===== src/rtl/core_pkg.sv =====
// Shared definitions for the 5-stage RV64 core: widths, reset defaults,
// the fetch bubble encoding and the opcode constants used by the control unit.
package core_pkg;

   localparam int          XLEN         = 64;
   localparam logic [63:0] RESET_PC_DEF = 64'h0;
   localparam logic [31:0] NOP_INSTR    = 32'h0000_0013;

   localparam logic [6:0] OPC_LOAD     = 7'b000_0011;
   localparam logic [6:0] OPC_OP_IMM   = 7'b001_0011;
   localparam logic [6:0] OPC_AUIPC    = 7'b001_0111;
   localparam logic [6:0] OPC_OP_IMM32 = 7'b001_1011;
   localparam logic [6:0] OPC_STORE    = 7'b010_0011;
   localparam logic [6:0] OPC_OP       = 7'b011_0011;
   localparam logic [6:0] OPC_LUI      = 7'b011_0111;
   localparam logic [6:0] OPC_OP32     = 7'b011_1011;
   localparam logic [6:0] OPC_BRANCH   = 7'b110_0011;
   localparam logic [6:0] OPC_JALR     = 7'b110_0111;
   localparam logic [6:0] OPC_JAL      = 7'b110_1111;
   localparam logic [6:0] OPC_SYSTEM   = 7'b111_0011;

   // Fetch occupancy, derived from the response/skid flags rather than stored.
   typedef enum logic [1:0] {
      MODE_FILL = 2'd0,
      MODE_RUN  = 2'd1,
      MODE_HOLD = 2'd2
   } fetch_mode_e;

   function automatic fetch_mode_e fetch_mode(input logic resp_valid, input logic skid_valid);
      if (skid_valid)
         return MODE_HOLD;
      else if (resp_valid)
         return MODE_RUN;
      else
         return MODE_FILL;
   endfunction

endpackage


===== src/rtl/fetch_skid_buffer.sv =====
// One-entry holding slot for an instruction response that arrives while the
// IF/ID register is stalled.
module fetch_skid_buffer
   import core_pkg::*;
#(
   parameter int XLEN = core_pkg::XLEN
) (
   input  logic            clk,
   input  logic            reset,
   input  logic            load,
   input  logic            drain,
   input  logic            clear,
   input  logic [31:0]     instr_in,
   input  logic [XLEN-1:0] pc_in,
   output logic            valid,
   output logic [31:0]     instr,
   output logic [XLEN-1:0] pc
);

   always_ff @(posedge clk) begin
      if (reset || clear)
         valid <= 1'b0;
      else if (load)
         valid <= 1'b1;
      else if (drain)
         valid <= 1'b0;
   end

   always_ff @(posedge clk) begin
      if (load) begin
         instr <= instr_in;
         pc    <= pc_in;
      end
   end

endmodule


===== src/rtl/fetch_stage.sv =====
// Instruction fetch: owns the PC, reads a 1-cycle synchronous instruction
// memory, and drives the IF/ID register with stall skid and redirect kill.
module fetch_stage
   import core_pkg::*;
#(
   parameter int             XLEN      = core_pkg::XLEN,
   parameter logic [XLEN-1:0] RESET_PC = XLEN'(core_pkg::RESET_PC_DEF),
   parameter logic [31:0]    NOP_INSTR = core_pkg::NOP_INSTR
) (
   input  logic            clk_i,
   input  logic            reset_i,
   input  logic            stall_i,
   input  logic            redirect_i,
   input  logic [XLEN-1:0] redirect_pc_i,
   output logic            imem_en_o,
   output logic [XLEN-1:0] imem_addr_o,
   input  logic [31:0]     imem_data_i,
   output logic            if_id_valid_o,
   output logic [31:0]     if_id_instr_o,
   output logic [XLEN-1:0] if_id_pc_o
);

   logic [XLEN-1:0] pc_q;
   logic            resp_valid_q;
   logic [XLEN-1:0] resp_pc_q;
   logic            skid_valid_q;
   logic [31:0]     skid_instr_q;
   logic [XLEN-1:0] skid_pc_q;

   logic            advance;
   logic            skid_load;
   logic [XLEN-1:0] target_pc;

   assign advance     = !redirect_i && !stall_i;
   assign imem_en_o   = !reset_i && advance;
   assign imem_addr_o = pc_q;
   assign skid_load   = stall_i && !redirect_i && resp_valid_q;
   assign target_pc   = redirect_pc_i & ~XLEN'(3);

   fetch_skid_buffer #(
      .XLEN(XLEN)
   ) u_skid (
      .clk      (clk_i),
      .reset    (reset_i),
      .load     (skid_load),
      .drain    (advance),
      .clear    (redirect_i),
      .instr_in (imem_data_i),
      .pc_in    (resp_pc_q),
      .valid    (skid_valid_q),
      .instr    (skid_instr_q),
      .pc       (skid_pc_q)
   );

   // Stage 0: program counter and in-flight response tracking
   always_ff @(posedge clk_i) begin
      if (reset_i) begin
         pc_q         <= RESET_PC;
         resp_valid_q <= 1'b0;
      end else if (redirect_i) begin
         pc_q         <= target_pc;
         resp_valid_q <= 1'b0;
      end else if (stall_i) begin
         resp_valid_q <= 1'b0;
      end else begin
         pc_q         <= pc_q + XLEN'(4);
         resp_valid_q <= 1'b1;
      end
   end

   always_ff @(posedge clk_i) begin
      if (advance)
         resp_pc_q <= pc_q;
   end

   // Stage 1: IF/ID register; skid entry is older than the arriving response
   always_ff @(posedge clk_i) begin
      if (reset_i || redirect_i) begin
         if_id_valid_o <= 1'b0;
         if_id_instr_o <= NOP_INSTR;
         if_id_pc_o    <= '0;
      end else if (!stall_i) begin
         if (skid_valid_q) begin
            if_id_valid_o <= 1'b1;
            if_id_instr_o <= skid_instr_q;
            if_id_pc_o    <= skid_pc_q;
         end else if (resp_valid_q) begin
            if_id_valid_o <= 1'b1;
            if_id_instr_o <= imem_data_i;
            if_id_pc_o    <= resp_pc_q;
         end else begin
            if_id_valid_o <= 1'b0;
            if_id_instr_o <= NOP_INSTR;
            if_id_pc_o    <= '0;
         end
      end
   end

endmodule

===== config.mk =====
export PLATFORM = sky130hd
export DESIGN_NAME = fetch_stage
export DESIGN_NICKNAME = d
export VERILOG_FILES = /design/src/rtl/core_pkg.sv /design/src/rtl/fetch_skid_buffer.sv /design/src/rtl/fetch_stage.sv
export SDC_FILE = /design/constraint.sdc
export NUM_CORES = 1
export LEC_CHECK = 0
export CAP_MARGIN = 5
export CORE_ASPECT_RATIO = 1.5
export CORE_MARGIN = 2
export CORE_UTILIZATION = 55
export CTS_CLUSTER_DIAMETER = 200
export DETAILED_ROUTE_END_ITERATION = 8
export PLACE_DENSITY = 0.85
export REMOVE_ABC_BUFFERS = 1
export SLEW_MARGIN = 20
export SYNTH_ARGS = -nofsm -noshare
export SYNTH_HDL_FRONTEND = slang
export SYNTH_SLANG_ARGS = --single-unit

===== constraint.sdc =====
create_clock -name clk_i -period 12 [get_ports clk_i]
set_input_delay 2.4 -clock clk_i [delete_from_list [all_inputs] [get_ports clk_i]]
set_output_delay 2.4 -clock clk_i [all_outputs]
set_load 0.1 [all_outputs]

==> flow_summary.json <==
{
  "fin_crit_ns": 7.61,
  "dp_cells": 1695,
  "finalSetupViolCount": 0,
  "die_area_mm2": 0.0247,
  "wl_met2_um": 17600,
  "hp-class": "flip-flop to flip-flop",
  "place.gp.congestion": 0.892,
  "finClkSkew_ns": 0.0165,
  "finalMaxSlewViolations": 0,
  "ys_seq_elements": 315,
  "dr_wl_met3_um": 2310,
  "vias_per_cell": 6.09,
  "power_density_mw_per_mm2": 150,
  "cts_hold_buf": 0,
  "yosysWarnings": 0,
  "ir_worst_vdd_uv": 133,
  "critical_path_class": "primary input to output port",
  "post-cts-setup-buffers": 0,
  "dpl.hpwl_um": 22300,
  "cts_buffer_depth": 3,
  "synth_top_area_share_pct": 36.4,
  "wl_um": 35100,
  "async_reset_ff_share_pct": 0,
  "timing.slew.headroom_pct": 25.6,
  "crit_buf_inv": 4,
  "synth_cells": 1244,
  "layout.cells.non_filler": 1754,
  "topRoutingLayerUsed": "met5",
  "crit_arrival_ns": 5.21,
  "clock_latency_ns": 0.54,
  "routedWlPerCell_um": 20.0,
  "fin_crit_sh_pct": 63.4,
  "max_cap_violations": 0,
  "grt_pass1_vias": 10300,
  "p_leak_nw": 5.49,
  "vias": 10700,
  "clk_pin_slew_worst_paths_ns": 0.07,
  "drtIter0Drc": 1171,
  "max_stage_delay_ns": 1.15,
  "portBuffers": 255,
  "crit_chain": "buf_2 -> buf_4 -> or3_1 -> clkinv_1 -> clkdlybuf4s50_1",
  "die_width_um": 129,
  "synth_area_mm2": 0.0129,
  "rsz0062_at_grt": "false",
  "finalHoldViolCount": 0,
  "fillCellCount": 1647,
  "core_mm2": 0.0230,
  "required_ns": 9.60,
  "htreeDepth": 1,
  "critPathTopFamily": "buffers and inverters",
  "synthTopCellsByArea": "edfxtp_1 (36%), dfxtp_1 (25%), nor2_1 (6.9%), a22oi_1 (5.3%), a21oi_1 (4.3%)",
  "synth_top_area_cell": "edfxtp_1",
  "synth.avg_cell_area_um2": 10.4,
  "hold_ws_ns": 0.446,
  "critPathCaptureType": "output port",
  "status": "finished clean",
  "grt_pass1_wl_um": 53900,
  "die_h_um": 191,
  "fp-row-count": 68,
  "cts_sinks": 315,
  "nets": 1547,
  "synthToLayoutAreaGrowth_pct": 28.5,
  "synth_commonest_cells": "nor2_1 (237), dfxtp_1 (159), edfxtp_1 (156), a21oi_1 (110), a22oi_1 (91)",
  "synth_ff_type": "dfxtp_1",
  "yosysSeqAreaShare_pct": 61.1,
  "grt_use_total_pct": 27.6,
  "max_slew.worst_pin.slew_ns": 1.11,
  "fmax_ghz": 0.131,
  "met1_length_um": 13200,
  "synth_edf_count": 156,
  "start_util_pct": 56.1,
  "antenna_found_initial": 6,
  "grt_max_degree": 98,
  "cts_tree": "done",
  "yosysUniqueCellTypes": 61,
  "critPathSlowestCell": "clkdlybuf4s50_1",
  "start_kind": "primary input",
  "p_total_mw": 2.47,
  "cts_root_buf": "clkbuf_16",
  "drc": 0,
  "io_pins": 262,
  "drive_gt1_share_pct": 4.56,
  "cp_max_fo": 72,
  "cts_made_buffers": 28,
  "postCtsResizedCells": 0,
  "detail-route-antenna-nets": 0,
  "final.setup.tns_ns": 0,
  "grt_overflow": 0,
  "yosysMostFrequentCell": "nor2_1",
  "dr.pass1.iters": 6
}
[placed cells by master (no fill, tap or decap), drive strengths merged, types with 3 or more instances in the layout]
cell type and count:
o211ai 8, inv 10, nand3 38, and3 20
xnor2 19, a31oi 8, and4 10, and2 7
bufinv 7, edfxtp 156, nand4 39, or4 7
nand2 73, nor3 15, nor2 237, conb 4
a211oi 16, dfxtp 159, a21oi 110, a2111oi 5
xor2 5, mux2i 9, nor4b 4, clkinv 9
a311oi 8, clkdlybuf4s50 252, a22oi 91, a311o 4
clkbuf 36, nor3b 5, nand3b 3, or3 15
buf 12, nor4 22, o22ai 4, o21ai 12
diode 6, nor2b 3
[power breakdown]
group | switching (mW) | total (mW) | internal, mW
clock | 0.387 | 0.979 | 0.592
sequential | 0.0403 | 1.20 | 1.16
combinational | 0.210 | 0.293 | 0.0828
[worst paths after layout]
path / depth (start not counted) / slack (ns) / endpoint / startpoint
max reg2reg: 5 / 9.10 / imem_addr_o[41] / imem_addr_o[4]
min reg2reg: 0 / 0.45 / u_skid.pc[43] / resp_pc_q[43]
min: 0 / 0.45 / u_skid.pc[43] / resp_pc_q[43]
max: 5 / 4.39 / imem_en_o / redirect_i
[per-layer routing]
metal | track usage (%) | up-vias
met4 | 14.5 | 2
met3 | 4.59 | 122
met1 | 33.7 | 5031
met5 | 0 | -
li1 | - | 5025
met2 | 46.5 | 494
[state kept, by name (all words and copies together) (netlist names)]
register / count
if_id_instr_o: 32
if_id_pc_o: 62
if_id_valid_o: 1
imem_addr_o: 62
resp_pc_q: 62
resp_valid_q: 1
u_skid.instr: 32
u_skid.pc: 62
u_skid.valid: 1
[stage by stage]
stage / utilization (%) / cell area (um2) / setup slack [ns]
final: 72.0 / 16500 / 4.39
after CTS: 71.8 / 16500 / 4.44
after detailed placement: 67.4 / 15500 / 4.46
after floorplan: - / 12500 / 5.64
after global routing: 72.0 / 16500 / 4.23
after global placement: 67.4 / 15500 / 4.48
[area by class of cell]
class                   count  area [um2]  share of cell area [%]
clock buffers              36         752                    4.54
inverters                  11        41.3                   0.250
diodes                      6        15.0                  0.0907
flip-flops and latches    315        7870                    47.6
clock inverters            16         253                    1.53
well taps                 280         350                    2.12
multi-input cells         826        4630                    28.0
repair buffers            264        2630                    15.9
[logic make-up after synthesis]
logic type                 count (synthesis)  synth area share [%]
DFF                                      315                  61.1
and+or+nand+nor                          506                  18.8
xor gates and xnor gates                  24                  1.63
AOI/OAI and AO/OA                        281                  14.3
other                                      1                0.0291
buffers and inverters                    106                  3.28
muxes                                     10                 0.787
adders and majority gates                  1                0.0972
[worst reg2reg max path: stages, from the launching register on]
cell     delay [ns]
dfxtp_1        0.48
and4_1         0.49
nand2_1        0.35
nor4_1         0.86
mux2_2         0.41
nor4_1         0.22
No activity file was read; power rests on OpenSTA's default activity.
